**config.mk**
```make
export PLATFORM = sky130hd
export DESIGN_NAME = w_sched_ctrl
export DESIGN_NICKNAME = d
export VERILOG_FILES = /design/src/rtl/w_sched_ctrl.sv
export SDC_FILE = /design/constraint.sdc
export NUM_CORES = 1
export LEC_CHECK = 0
export CORE_AREA = 2 2 439 441
export DETAILED_ROUTE_END_ITERATION = 10
export DIE_AREA = 0 0 441 443
export PLACE_DENSITY = 0.41
export SKIP_LAST_GASP = 1
export SLEW_MARGIN = 5
export SYNTH_ARGS = -nofsm -noshare
export SYNTH_HDL_FRONTEND = slang
export SYNTH_SLANG_ARGS = --single-unit
```
**constraint.sdc**
```tcl
create_clock -name i_clk -period 2.49 [get_ports i_clk]
set_input_delay 0.498 -clock i_clk [delete_from_list [all_inputs] [get_ports i_clk]]
set_output_delay 0.498 -clock i_clk [all_outputs]
set_load 0.01 [all_outputs]
```
**src/rtl/w_sched_ctrl.sv**
```systemverilog
// Sequences one padded 512-bit block through the SHA-256 W schedule generator
// and streams W[0..NUM_W-1] to the round engine, one outstanding read at a time.
module w_sched_ctrl #(
  parameter int NUM_W  = 64,
  parameter int RD_LAT = 2,
  parameter int TO_MAX = 255
) (
  input  logic         i_clk,
  input  logic         i_rst_n,
  input  logic         i_blk_valid,
  output logic         o_blk_ready,
  input  logic [511:0] i_blk_data,
  output logic [511:0] o_pad_reg,
  output logic         o_w_go,
  output logic         o_w_read,
  output logic [5:0]   o_w_addr,
  input  logic         i_w_rdy,
  input  logic [31:0]  i_w_data,
  output logic         o_w_valid,
  input  logic         i_w_ready,
  output logic [31:0]  o_w_out,
  output logic [5:0]   o_w_idx,
  output logic         o_w_last,
  output logic         o_busy,
  output logic         o_done,
  output logic         o_timeout_err
);

  // state   | meaning
  // IDLE    | ready for a block    ARM  | go high, wait w_rdy    REQ     | one-cycle read strobe
  // WAIT    | read latency         OUT  | word offered           RELEASE | go low, wait w_rdy low
  typedef enum logic [2:0] {
    S_IDLE, S_ARM, S_REQ, S_WAIT, S_OUT, S_RELEASE
  } state_t;

  localparam logic [5:0] LAST_IDX = 6'(NUM_W - 1);
  localparam logic [7:0] TO_TC    = 8'(TO_MAX - 1);
  localparam logic [2:0] LAT_INIT = 3'(RD_LAT);

  state_t         r_state;
  state_t         w_state_nxt;
  logic [511:0]   r_pad;
  logic [5:0]     r_idx;
  logic [7:0]     r_to_cnt;
  logic [2:0]     r_lat_cnt;
  logic [31:0]    r_w_out;
  logic [5:0]     r_w_idx;
  logic           r_w_last;
  logic           r_to_err;

  logic           w_accept;
  logic           w_to_hit;
  logic           w_capture;
  logic           w_xfer;

  always_comb begin
    w_state_nxt = r_state;
    o_blk_ready = 1'b0;
    o_w_go      = 1'b0;
    o_w_read    = 1'b0;
    o_w_valid   = 1'b0;
    o_done      = 1'b0;
    w_accept    = 1'b0;
    w_to_hit    = 1'b0;
    w_capture   = 1'b0;
    w_xfer      = 1'b0;
    case (r_state)
      S_IDLE: begin
        o_blk_ready = 1'b1;
        if (i_blk_valid) begin
          w_accept    = 1'b1;
          w_state_nxt = S_ARM;
        end
      end
      S_ARM: begin
        o_w_go = 1'b1;
        if (i_w_rdy) begin
          w_state_nxt = S_REQ;
        end else if (r_to_cnt == TO_TC) begin
          w_to_hit    = 1'b1;
          w_state_nxt = S_RELEASE;
        end
      end
      S_REQ: begin
        o_w_go      = 1'b1;
        o_w_read    = 1'b1;
        w_state_nxt = S_WAIT;
      end
      S_WAIT: begin
        o_w_go = 1'b1;
        if (r_lat_cnt == 3'd1) begin
          w_capture   = 1'b1;
          w_state_nxt = S_OUT;
        end
      end
      S_OUT: begin
        o_w_go    = 1'b1;
        o_w_valid = 1'b1;
        if (i_w_ready) begin
          w_xfer      = 1'b1;
          w_state_nxt = r_w_last ? S_RELEASE : S_REQ;
        end
      end
      S_RELEASE: begin
        // a block that timed out in ARM leaves here without a done pulse
        if (!i_w_rdy) begin
          o_done      = !r_to_err;
          w_state_nxt = S_IDLE;
        end else if (r_to_cnt == TO_TC) begin
          w_to_hit    = 1'b1;
          w_state_nxt = S_IDLE;
        end
      end
      default: w_state_nxt = S_IDLE;
    endcase
  end

  always_ff @(posedge i_clk or negedge i_rst_n) begin
    if (!i_rst_n) begin
      r_state   <= S_IDLE;
      r_pad     <= '0;
      r_idx     <= '0;
      r_to_cnt  <= '0;
      r_lat_cnt <= '0;
      r_w_out   <= '0;
      r_w_idx   <= '0;
      r_w_last  <= 1'b0;
      r_to_err  <= 1'b0;
    end else begin
      r_state <= w_state_nxt;
      if (w_accept) begin
        r_pad    <= i_blk_data;
        r_idx    <= '0;
        r_to_err <= 1'b0;
      end
      if (w_to_hit) r_to_err <= 1'b1;
      if (w_state_nxt != r_state) begin
        r_to_cnt <= '0;
      end else if (r_state == S_ARM || r_state == S_RELEASE) begin
        r_to_cnt <= r_to_cnt + 8'd1;
      end
      if (r_state == S_REQ) begin
        r_lat_cnt <= LAT_INIT;
      end else if (r_state == S_WAIT) begin
        r_lat_cnt <= r_lat_cnt - 3'd1;
      end
      if (w_capture) begin
        r_w_out  <= i_w_data;
        r_w_idx  <= r_idx;
        r_w_last <= (r_idx == LAST_IDX);
      end
      if (w_xfer && !r_w_last) r_idx <= r_idx + 6'd1;
    end
  end

  assign o_pad_reg     = r_pad;
  assign o_w_addr      = r_idx;
  assign o_w_out       = r_w_out;
  assign o_w_idx       = r_w_idx;
  assign o_w_last      = r_w_last;
  assign o_busy        = (r_state != S_IDLE);
  assign o_timeout_err = r_to_err;

endmodule

```
# [Word level (Yosys, flattened, before mapping)]
# Cells that the tools add are included.
[totals] reg_bits=572 latch_bits=0 ram_bits=0 romBits=0 elab_cells=65 memories=0
[op_classes] add_sub_neg=3 mul=0 n_div=0 n_lt_le_gt_ge=0 n_eq_ne=9 n_shift=0 n_mux=33 bitwise=0 n_reduce_logical=11
[op_table] operator="2-to-1 mux 3 bit" count=10
[op_table] operator="one-hot mux 3 bit (6 select lines)" count=1
[op_table] operator="2-to-1 mux 1 bit" count=17
[op_table] operator="2-to-1 mux 8 bit" count=2
[op_table] operator="2-to-1 mux 6 bit" count=2
[op_table] operator="adder 8 x 1 -> 8 bit, second input constant" count=1
[op_table] operator="== test 8 bit, second input constant" count=1
[op_table] operator="nonzero test 2 bit" count=4
[op_table] operator="adder 6 x 1 -> 6 bit, second input constant" count=1
[op_table] operator="== test 3 x 1 -> 1 bit, second input constant" count=2
[op_table] operator="== test 3 x 2 -> 1 bit, second input constant" count=2
[op_table] operator="== test 3 bit, second input constant" count=2
[op_table] operator="== test 6 bit, second input constant" count=1
[op_table] operator="OR reduction 4 bit" count=1
[op_table] operator="zero test 3 bit" count=1
[op_table] operator="!= test 3 bit" count=1
[op_table] operator="nonzero test 3 bit" count=1
[op_table] operator="subtractor 3 x 1 -> 3 bit, second input constant" count=1
[op_table] operator="zero test 1 bit" count=2
[op_table] operator="one-hot mux 1 bit (2 select lines)" count=1
[op_table] operator="logical AND 1 bit" count=1
[op_table] operator="logical OR 1 bit" count=1

# [Logic depth before layout (Yosys ltp)]
# Gate-level depths: netlist of the first run.
[depth] depth_word=6 depth_mapped=8

# [Least setup slack after synthesis of the first run]
# No wires, ideal clock.
[synth_timing] kind="reg-to-reg" from="register r_state[0]" to="register r_pad[211], in the netlist o_pad_reg[211]" setup_ns=0.117 arrival_time_ns=1.610 required_ns=2.373 slack_ns=0.763 stages_incl_launch_ff=9 period_less_slack_ns=1.727 path_cell_list="dfrtp_1 buf_2 or4b_1 clkbuf_1 buf_6 buf_6 buf_6 nand2_1 nand2_1"
[synth_between] elab_chain_len=2
[synth_rtl] item="start, declared" line_no="40" text="state_t r_state;"
[synth_rtl] item="start signal, assigned" line_no="130" text="r_state <= w_state_nxt;"
[synth_rtl] item="zero test 3 bit" line_no="67" text="case (r_state)"
[synth_rtl] item="2-to-1 mux 1 bit" line_no="67"
[synth_rtl] item="end signal, assigned" line_no="132" text="r_pad <= i_blk_data;"
[synth_rtl] item="end, declared" line_no="42" text="logic [511:0] r_pad;"
# No other way between the ends.
# A chain may end at the register's enable or synchronous reset.

# [Worst setup path in the final report of the first run]
[layout_timing] from="register r_pad[89], in the netlist o_pad_reg[89]" to="output port o_pad_reg[89]"
[layout_lines] item="end, declared" line_no="13" text="output logic [511:0] o_pad_reg,"
# No word-level cell between the ends.

==> impl_results.md, run 1 <==
* Tcrit/Tclk final at between 90% and 100%
* Worst path bufs/invs at 1
* Final hold violations at 0
* Total clock sinks at about 570
* Area taken by multi-input logic gates at slightly below 7000 um2
* Starting density of the core at 11.5%
* Net count after synthesis at 2940
* Layout net count at a little over 4000
* Synth Register Bits at 572
* Combinational Power Share at between 40% and 50%
* Share of layout cells above drive strength 1 at 7.78%
* Row cnt at about 160
* Area delta synth->final at 79.6%
* Hold path cells at 3
* DRC errors left at 0
* Clk buf depth at 3
* Max IR drop VDD at 0.533 mV
* Die height at around 440 um
* Post-DRT Antenna Nets at 0
* Cts bufs inserted at between 70 and 80
* Vias in the first global route at 21000
* Fin. max-slew vios at 0
* Slew @ Worst Pin at 632 ps
* Initial antenna violation count at 49
* Slew headroom at about three fifths
* Commonest cells after routing, fill and taps aside: nand2_1 (1547), clkdlybuf4s50_1 (1096), dfrtp_1 (569)
* Unrepaired setup endpoints after global routing: yes
* Clock skew at ~45 ps
* Pint at roughly 0.030 W
* Crit end category: output pin
* Type of the worst setup path: reg -> out
* CP max stage delay at ~650 ps
* Status: completed
* DR vias at about 20000
* Post-synthesis cell type count at 45
* Critical Path AT at around 1900 ps
* WL per Instance at between 20 and 25 um
* CP max FO at 2
* Fin crit period at approximately 2400 ps
* Switch Pwr at roughly 0.017 W
* Largest net degree at the start of global routing at 72
* 1st-iter DRT viols at 1372
* Die ar. at around 200000 um2
* Dpl hpwl at approximately 100000 um
* Sequential-to-total area share from yosys stat at between 60% and 70%
* Startpoint types: flop
* YS warnings at 0
* Die W at 441 um
* Pre-antenna DRT Iters at 5
* Clock Latency Late Sink at roughly 700 ps
* Max cap viols at 0
* Port Buffer Count at approximately 1100
* Most common cell after layout, fill and taps aside: nand2_1
* CTS tree: built
* Clk pwr share at between 20 and 25%
* First-pass GRT wire length at 172000 um
* Lkg Pwr at around 18 nW
* Number of flip-flops under the largest register name at 512
* Slowest cell on the critical path: clkdlybuf4s50_1
* Sequential cell fraction of total power at approximately 34%
* FFs w/ async S/R, synth at between 90% and 100%
* CP top delay family: buffers and inverters
* Pwr/cell area at about 1200 nW/um2
* Synth Area per Inst at ~9.2 um2
* I/O pin total at around 1100
* Critical path depth in cells at 1
* Setup violations, final at 0
* Overall Power at between 0.04 and 0.05 W
* GRT Overall Usage at approximately an eighth
* EDFF count, synth at 0
* WL final at approximately 130000 um
* Req. time, crit path at about 2000 ps
* Root Buffer: clkbuf_16
* Core area at 191000 um2
* Ordered cell list for the critical path: clkdlybuf4s50_1
* Global route overflow at 0
* Setup Total Neg Slack at 0 ps
* Fmax at about 420 MHz
* RD Place Congestion at just over 0.9
* Reg2reg path depth at 6
* Worst hold-check path type: in -> reg
* Post-synth top flop: dfrtp_1
* Sequential cell area at roughly 14000 um2
* Fillers at between 20000 and 25000
* Clk slew on worst S/H paths at ~60 ps
* H-tree Lvls at 3
* Sw frac at ~36%
* Via density at ~3.3
* Synthesized area at 22000 um2
* Cells after Synth at 2386
==> cell families (layout without fill, tap and decap cells) <==
family / after synthesis / count (layout) / share of synthesized area (%)
flip-flops: 572 / 572 / 65.2
other: 0 / 14 / 0
AND/OR/NAND/NOR: 1595 / 1595 / 27.7
multiplexers: 40 / 40 / 2.03
adder cells (fa/ha/maj): 5 / 5 / 0.285
AO/OA/AOI/OAI: 31 / 31 / 0.963
XOR/XNOR: 8 / 8 / 0.319
buffers and inverters: 135 / 1375 / 3.49
==> power groups by stage <==
stage / sequential, W / clock, W / combinational, W
floorplan: 0.0176 / 0 / 0.00509
global placement: 0.0161 / 0 / 0.0202
detailed placement: 0.0161 / 0 / 0.0203
CTS: 0.0160 / 0.0122 / 0.0203
global route: 0.0165 / 0.0126 / 0.0216
finish: 0.0160 / 0.0116 / 0.0199
==> repair_timing <==
item	CTS	global route
setup buffers	2	1
pin swaps	1	0
resized for setup	21	7
endpoints found under the hold margin	12	0
setup endpoints to repair	14	5
hold buffers	1	0
==> area by class of cell <==
type	instances	share of cell area (%)
inverters	10	0.0952
clock inverters	26	0.996
multi-input cells	1679	17.5
flip-flops and latches	572	36.3
well taps	2526	8.01
diodes	14	0.0888
clock buffers	117	5.70
repair buffers	1222	31.3
==> per-layer routing <==
metal,vias to the layer above,track usage [%],wire length [um]
met5,-,0,29
met4,6,5.22,4240
met3,202,4.40,10700
met2,807,20.3,60400
met1,9924,15.2,51600
li1,9674,-,-
==> synth_stat cells, types with 6 or more instances <==
cell type     n  share of area (%)
nand3_1      10               0.23
buf_2        69                1.6
buf_6        23                1.2
o21ai_0      10               0.23
mux2_2       37                1.9
dfrtp_1     572                 65
nand2_1    1548                 26
nor3_1        7               0.16
clkbuf_1     33               0.56
xor2_1        6               0.24
inv_1        10               0.17
==> final timing paths <==
check / start / slack [ps] / end
min: i_blk_data[233] / 300 / o_pad_reg[233]
max: o_pad_reg[89] / 110 / o_pad_reg[89]
min reg2reg: o_pad_reg[32] / 470 / o_pad_reg[32]
max in group asynchronous: i_rst_n / 1320 / o_pad_reg[48]
max reg2reg: r_state[1] / 390 / o_pad_reg[389]
min in group asynchronous: i_rst_n / 360 / o_pad_reg[490]
==> through the flow <==
step                setup slack (ps)  hold slack, ps  cells  utilization (%)  area [um2]
finish                           109             302   6166             20.6       39400
global placement                 118             456   6005             19.2       36700
floorplan                        763             202   2386                -       22000
detailed placement               114             461   6005             19.2       36700
global route                   -24.9             250   6166             20.6       39400
CTS                             -177             197   6151             20.6       39400
==> worst register-to-register path, stage by stage (launching register included) <==
cell     delay, ps
dfrtp_2        450
buf_4          190
or4b_4         590
buf_12         190
buf_12         330
nand2_1        170
nand2_1         50
No activity file was read; power rests on OpenSTA's default activity.
==> run 2, diff against run 1 <==
- ABC_AREA: unset -> 1
==> run 2 against run 1 <==
Register-to-register slack worse by 80 ps. Core utilization is 0.10 points lower. Sequential power hardly changed. Synthesized area is 0.35% lower. Sequential share of layout area is 0.18 points higher. Combinational power is 4% higher. Global-route usage is 0.34 points higher. Maximum frequency is 0.23% lower. Wire length is 2.7% higher. First-iteration DRC count is 8.2% higher. Worst hold slack worse by 14 ps. Total power is 2.0% higher. Largest cell class unchanged. Highest routed layer unchanged.
==> impl_results.md, run 2 <==
* Vias in the first global route at 20900
* Global route overflow at 0
* Layout net count at between 4000 and 5000
* Sequential-to-total area share from yosys stat at around two thirds
* Total clock sinks at roughly 570
* RR Startpoint: r_state[0]
* Commonest cells after routing, fill and taps aside: nand2_1 (1671), clkdlybuf4s50_1 (1094), dfrtp_1 (567)
* Reg2reg path depth at 8
* First-pass GRT wire length at approximately 180000 um
* Largest net degree at the start of global routing at roughly 100
* Setup violations, final at 0
* DRC errors left at 0
* Fillers at between 20000 and 25000
* Dpl hpwl at 104000 um
* FFs w/ async S/R, synth at between 90% and 100%
* Share of layout cells above drive strength 1 at approximately 6.7%
* 1st-iter DRT viols at ~1500
* EDFF count, synth at 0
* Setup Total Neg Slack at 0 ps
* Net count after synthesis at ~3000
* Type of the worst setup path: reg -> out
* Tcrit/Tclk final at between 90% and 100%
* Cts bufs inserted at 79
* Row cnt at ~160
* Max cap viols at 0
* Status: completed
* Lkg Pwr at around 18 nW
* Number of flip-flops under the largest register name at between 500 and 600
* Post-synth top flop: dfrtp_1
* Clock skew at between 20 and 25 ps
* Critical R2R Capture: o_pad_reg[177]
* Clk buf depth at 3
* H-tree Lvls at 3
* Area delta synth->final at 79.4%
* YS warnings at 0
* Startpoint types: flop
* Crit end category: output pin
* Fin. max-slew vios at 0
* Pwr/cell area at approximately 1200 nW/um2
* Post-DRT Antenna Nets at 0
* Clk slew on worst S/H paths at roughly 60 ps
* Internal reg-to-reg setup slack at 310 ps
* Synthesized area at about 22000 um2
* Slew @ Worst Pin at between 600 and 700 ps
* Leading area contributor after synthesis: dfrtp_1
* Final hold violations at 0
* CP max FO at 5
* Commonest cells post-synth: nand2_1 (1672), dfrtp_1 (572), buf_2 (59), buf_4 (34), clkbuf_1 (25)
* Pre-antenna DRT Iters at 5
* Root Buffer: clkbuf_16
* Synth Area per Inst at between 8 and 9 um2
* WL final at ~130000 um
* Die ar. at 195000 um2
* RD Place Congestion at 0.887
* Port Buffer Count at around 1100
* DR vias at between 20000 and 25000
* Top cells by area, synth: dfrtp_1 (65%), nand2_1 (29%), buf_2 (1.3%), buf_4 (1.2%), clkbuf_1 (0.43%)
* Unrepaired setup endpoints after global routing: no
* Die height at 443 um
* Most common cell after layout, fill and taps aside: nand2_1
* Via density at 3.30
* Fin Hold WS at between 200 and 300 ps
* I/O pin total at approximately 1100
* Synth Register Bits at about 570
* Core area at around 190000 um2
* Req. time, crit path at 1990 ps
* Fmax at 419 MHz
* CTS tree: built
* Clock Latency Late Sink at a little over 700 ps
* Initial antenna violation count at 38
* Top-count cell post-synth: nand2_1
* Post-synthesis cell type count at 32
* Worst hold-check path type: in -> async
* Yosys top cell area share at about 65%
* Critical Path AT at between 1500 and 2000 ps
* Die W at between 400 and 500 um
* Max IR drop VDD at ~0.54 mV
* GRT Overall Usage at 13.0%
* Cells after Synth at roughly 2500
* Fin crit period at approximately 2400 ps
* Slew headroom at a little under three fifths
* Starting density of the core at 11.4%
* WL per Instance at about 21 um
run 2: how the worst max path moves through the flow:
stage / startpoint / to / slack, ps / cells after the start
5_1_grt: r_state[1] / o_w_valid / 10 / 4
3_3_place_gp: i_blk_valid / o_pad_reg[195] / 130 / 6
2_1_floorplan: r_state[0] / o_busy / 1020 / 4
6_report: r_state[1] / o_blk_ready / 100 / 5
4_1_cts: r_state[0] / o_w_go / -180 / 5
3_5_place_dp: i_blk_valid / o_pad_reg[177] / 100 / 6
run 2: logic make-up (layout without fill, tap and decap cells):
kind of cell | count (synthesis) | count (layout) | share of synthesized area (%)
flip-flops | 572 | 572 | 65.4
AO/OA/AOI/OAI | 23 | 23 | 0.635
XOR/XNOR | 9 | 9 | 0.395
other | 0 | 21 | 0
buffers and inverters | 147 | 1384 | 3.45
adder cells (fa/ha/maj) | 5 | 5 | 0.286
AND/OR/NAND/NOR | 1718 | 1718 | 29.8
run 2: report_power, final:
part	switching [W]	leakage, nW	internal [W]
registers	0.00272	7.15	0.0136
logic	0.0105	9.85	0.0102
clock network	0.00481	1.24	0.00668
total	0.0180	18.2	0.0305
run 2: stage by stage:
| stage | util [%] | instance area (um2) | cells | total power [W] | worst slack [ps] |
|---|---|---|---|---|---|
| 2_1_floorplan | - | 21900 | 2474 | 0.0231 | 1020 |
| 3_3_place_gp | 19.1 | 36600 | 6088 | 0.0374 | 127 |
| 3_5_place_dp | 19.1 | 36600 | 6088 | 0.0374 | 100 |
| 4_1_cts | 20.5 | 39200 | 6236 | 0.0495 | -182 |
| 5_1_grt | 20.5 | 39300 | 6256 | 0.0517 | 9.65 |
| 6_report | 20.5 | 39300 | 6258 | 0.0485 | 104 |
run 2: critical path, stage by stage (launching register included):
cell	delay [ps]
dfrtp_2	450
inv_4	100
nand2_2	90
nor2_4	170
buf_4	130
clkdlybuf4s15_1	260
run 2: layout make-up:
class	count	area (um2)	share of cell area, %
Antenna cell	21	52.6	0.134
Clock buffer	115	2230	5.69
Clock inverter	26	327	0.832
Inverter	27	114	0.290
Multi-Input combinational cell	1755	6840	17.4
Sequential cell	572	14300	36.5
Tap cell	2526	3160	8.05
Timing Repair Buffer	1216	12200	31.1
run 2: routing by layer:
metal	global-route usage (%)	wire, um	up-vias
li1	-	-	9854
met1	14.9	51200	9916
met2	20.7	61600	743
met3	5.70	13000	166
met4	5.55	4540	2
met5	0	19	-
run 2: what timing repair did:
action | in CTS | in global routing
buffers inserted | 6 | 1
endpoints found under the setup margin | 19 | 2
hold buffers | 1 | 0
pin swaps | 1 | 1
gates resized for setup | 32 | 3
hold endpoints to repair | 169 | 0
==> run 3, diff against run 2 <==
- CORE_AREA: 2 2 439 441 -> 2 2 433 435
- CTS_BUF_LIST: unset -> sky130_fd_sc_hd__clkbuf_4 sky130_fd_sc_hd__clkbuf_8
- DIE_AREA: 0 0 441 443 -> 0 0 435 437
- PLACE_DENSITY: 0.41 -> 0.42
==> run 3 against run 2 <==
Setup slack worse by 50 ps. Die area down 2.7%. Via count up 2.0%. Clock-buffer cell count up 72. Wire length up 0.81%. Clock power about the same. Critical path type unchanged. Sequential cell count unchanged. Worst hold slack worse by 150 ps. Register-to-register slack better by 110 ps. Non-clock buffer count up 10.
==> impl_results.md, run 3 (same netlist as run 2, synthesis figures left out) <==
* Status: completed
* Setup violations, final at 0
* Fmax at slightly above 400 MHz
* Vias in the first global route at ~22000
* Largest net degree at the start of global routing at 75
* Met1 wire length at approximately 50000 um
* Final hold violations at 0
* Max IR drop VDD at ~0.48 mV
* Via density at 3.35
* Internal reg-to-reg setup slack at 420 ps
* Most used cell, CP: buf_6
* Layout net count at 4252
* Critical path depth in cells at 5
* Pwr/cell area at 1210 nW/um2
* Ordered cell list for the critical path: buf_6, buf_6, o21ai_4, nand2_2, buf_6
* Unrepaired setup endpoints after global routing: yes
* Fin Hold WS at between 100 and 150 ps
* First-pass GRT wire length at 180000 um
* Critical R2R Capture: o_pad_reg[15]
* Die height at 437 um
* Area delta synth->final at 80.6%
* Dpl hpwl at roughly 100000 um
* Fin crit period at approximately 2400 ps
* Clock Latency Late Sink at approximately 870 ps
* Req. time, crit path at 1990 ps
* Slew headroom at around two thirds
* Clk buf depth at 3
* Met2 wire len at between 60000 and 70000 um
* Total clock sinks at ~570
* Highest metal used: met4
* RR Startpoint: r_state[1]
* Metal3 WL at roughly 12000 um
* Worst path bufs/invs at 3
* Clock skew at between 50 and 60 ps
* CTS tree: built
* Slowest cell on the critical path: dfrtp_2
* Post-route insts no fill at roughly 6300
* Core area at 185000 um2
* Startpoint types: flop
* CP startpoint: r_state[0]
* DRC errors left at 0
* Initial antenna violation count at 61
* CP Capture Point: o_w_go
* Final WS setup at between 50 and 60 ps
* Die ar. at 190000 um2
* Most common cell after layout, fill and taps aside: nand2_1
* 1st-iter DRT viols at ~1100
* Lkg Pwr at ~19 nW
* Reg2reg path depth at 9
* Global route overflow at 0
* CP max FO at 4
* Critical Path AT at just under 2000 ps
* Root Buffer: clkbuf_8
* RD Place Congestion at just under 0.9
* Commonest cells after routing, fill and taps aside: nand2_1 (1669), clkdlybuf4s50_1 (966), dfrtp_1 (562)
* Placed Area at about 37000 um2
* GRT Overall Usage at between 10% and 20%
* I/O pin total at 1113
* DR vias at 21100
* Starting density of the core at between 10% and 20%
* Max cap viols at 0
* Placement Setup Slack at around 240 ps
* WL per Instance at between 20 and 25 um
* Tcrit/Tclk final at 97.9%
* Crit end category: output pin
* Port Buffer Count at between 1000 and 1500
* Die W at about 440 um
* Worst hold-check path type: in -> async
* Share of layout cells above drive strength 1 at between 9 and 10%
* Row cnt at around 160
* Fillers at a little over 20000
* Slew @ Worst Pin at between 500 and 600 ps
* Clk slew on worst S/H paths at approximately 70 ps
* Cell area after layout at ~40000 um2
* Number of flip-flops under the largest register name at 512
* CP top delay family: flip-flops
* H-tree Lvls at 3
* Pre-antenna DRT Iters at 5
* Post-DRT Antenna Nets at 0
* WL final at 131000 um
* Cts bufs inserted at approximately 120
* Fin. max-slew vios at 0
* Type of the worst setup path: reg -> out
* Post-Place Cells at between 6000 and 7000
* CP max stage delay at approximately 450 ps
run 3: cell types whose count changed in the layout (fill, tap and decap cells not counted), moves of 12 or more:
| cell | before | now |
|---|---|---|
| buf_12 | 25 | 37 |
| buf_4 | 78 | 54 |
| clkbuf_1 | 25 | 0 |
| clkbuf_16 | 80 | 0 |
| clkbuf_4 | 0 | 38 |
| clkbuf_8 | 10 | 149 |
| clkdlybuf4s50_1 | 1094 | 966 |
| dlygate4sd2_1 | 14 | 132 |
| dlygate4sd3_1 | 1 | 20 |
run 3: how the worst min path moves through the flow:
stage | to | slack (ps) | cells after the start
after floorplan | o_pad_reg[0] | 200 | 0
after global placement | o_pad_reg[434] | 400 | 1
after detailed placement | o_pad_reg[439] | 400 | 1
after CTS | o_pad_reg[439] | 1 | 2
after global routing | o_pad_reg[439] | 20 | 2
final | o_pad_reg[439] | 140 | 2
run 3: what timing repair did:
item                                   CTS  global route
pin swaps                                5             3
setup buffers                           13             3
setup endpoints to repair              140            12
gates resized for setup                185            19
hold buffers                            20             0
endpoints found under the hold margin  539             0
run 3: through the flow:
| stage | util (%) | power [W] | TNS [ps] |
|---|---|---|---|
| CTS | 21.3 | 0.0488 | -657 |
| detailed placement | 19.7 | 0.0371 | 0 |
| global route | 21.4 | 0.0512 | -355 |
| global placement | 19.7 | 0.0371 | 0 |
| finish | 21.4 | 0.0478 | 0 |
| floorplan | - | 0.0231 | 0 |
run 3: layer usage:
layer | vias up | global-route usage (%)
met5 | - | 0
met4 | 0 | 4.56
met3 | 242 | 5.92
met2 | 781 | 22.7
met1 | 10100 | 14.9
li1 | 9951 | -
run 3: cell type report:
| cell class | count | area (um2) | share of cell area [%] |
|---|---|---|---|
| Antenna cell | 16 | 40.0 | 0.101 |
| Clock buffer | 187 | 2340 | 5.91 |
| Sequential cell | 572 | 14300 | 36.3 |
| Timing Repair Buffer | 1226 | 12400 | 31.3 |
| Tap cell | 2480 | 3100 | 7.85 |
| Clock inverter | 26 | 348 | 0.880 |
| Multi-Input combinational cell | 1755 | 6890 | 17.4 |
| Inverter | 27 | 116 | 0.295 |
run 3: report_power, final:
group | switching [W] | internal [W] | total, W
Combinational | 0.0104 | 0.00978 | 0.0202
Clock | 0.00491 | 0.00659 | 0.0115
Sequential | 0.00250 | 0.0136 | 0.0161
Total | 0.0178 | 0.0299 | 0.0478
run 3: worst reg2reg max path: stages, from the launching register on:
cell and delay [ps]:
dfrtp_2 420, buf_4 170, nor2_4 160, buf_4 140
nand3_4 100, inv_8 230, buf_12 240, buf_12 250
nand2_1 160, nand2_1 90
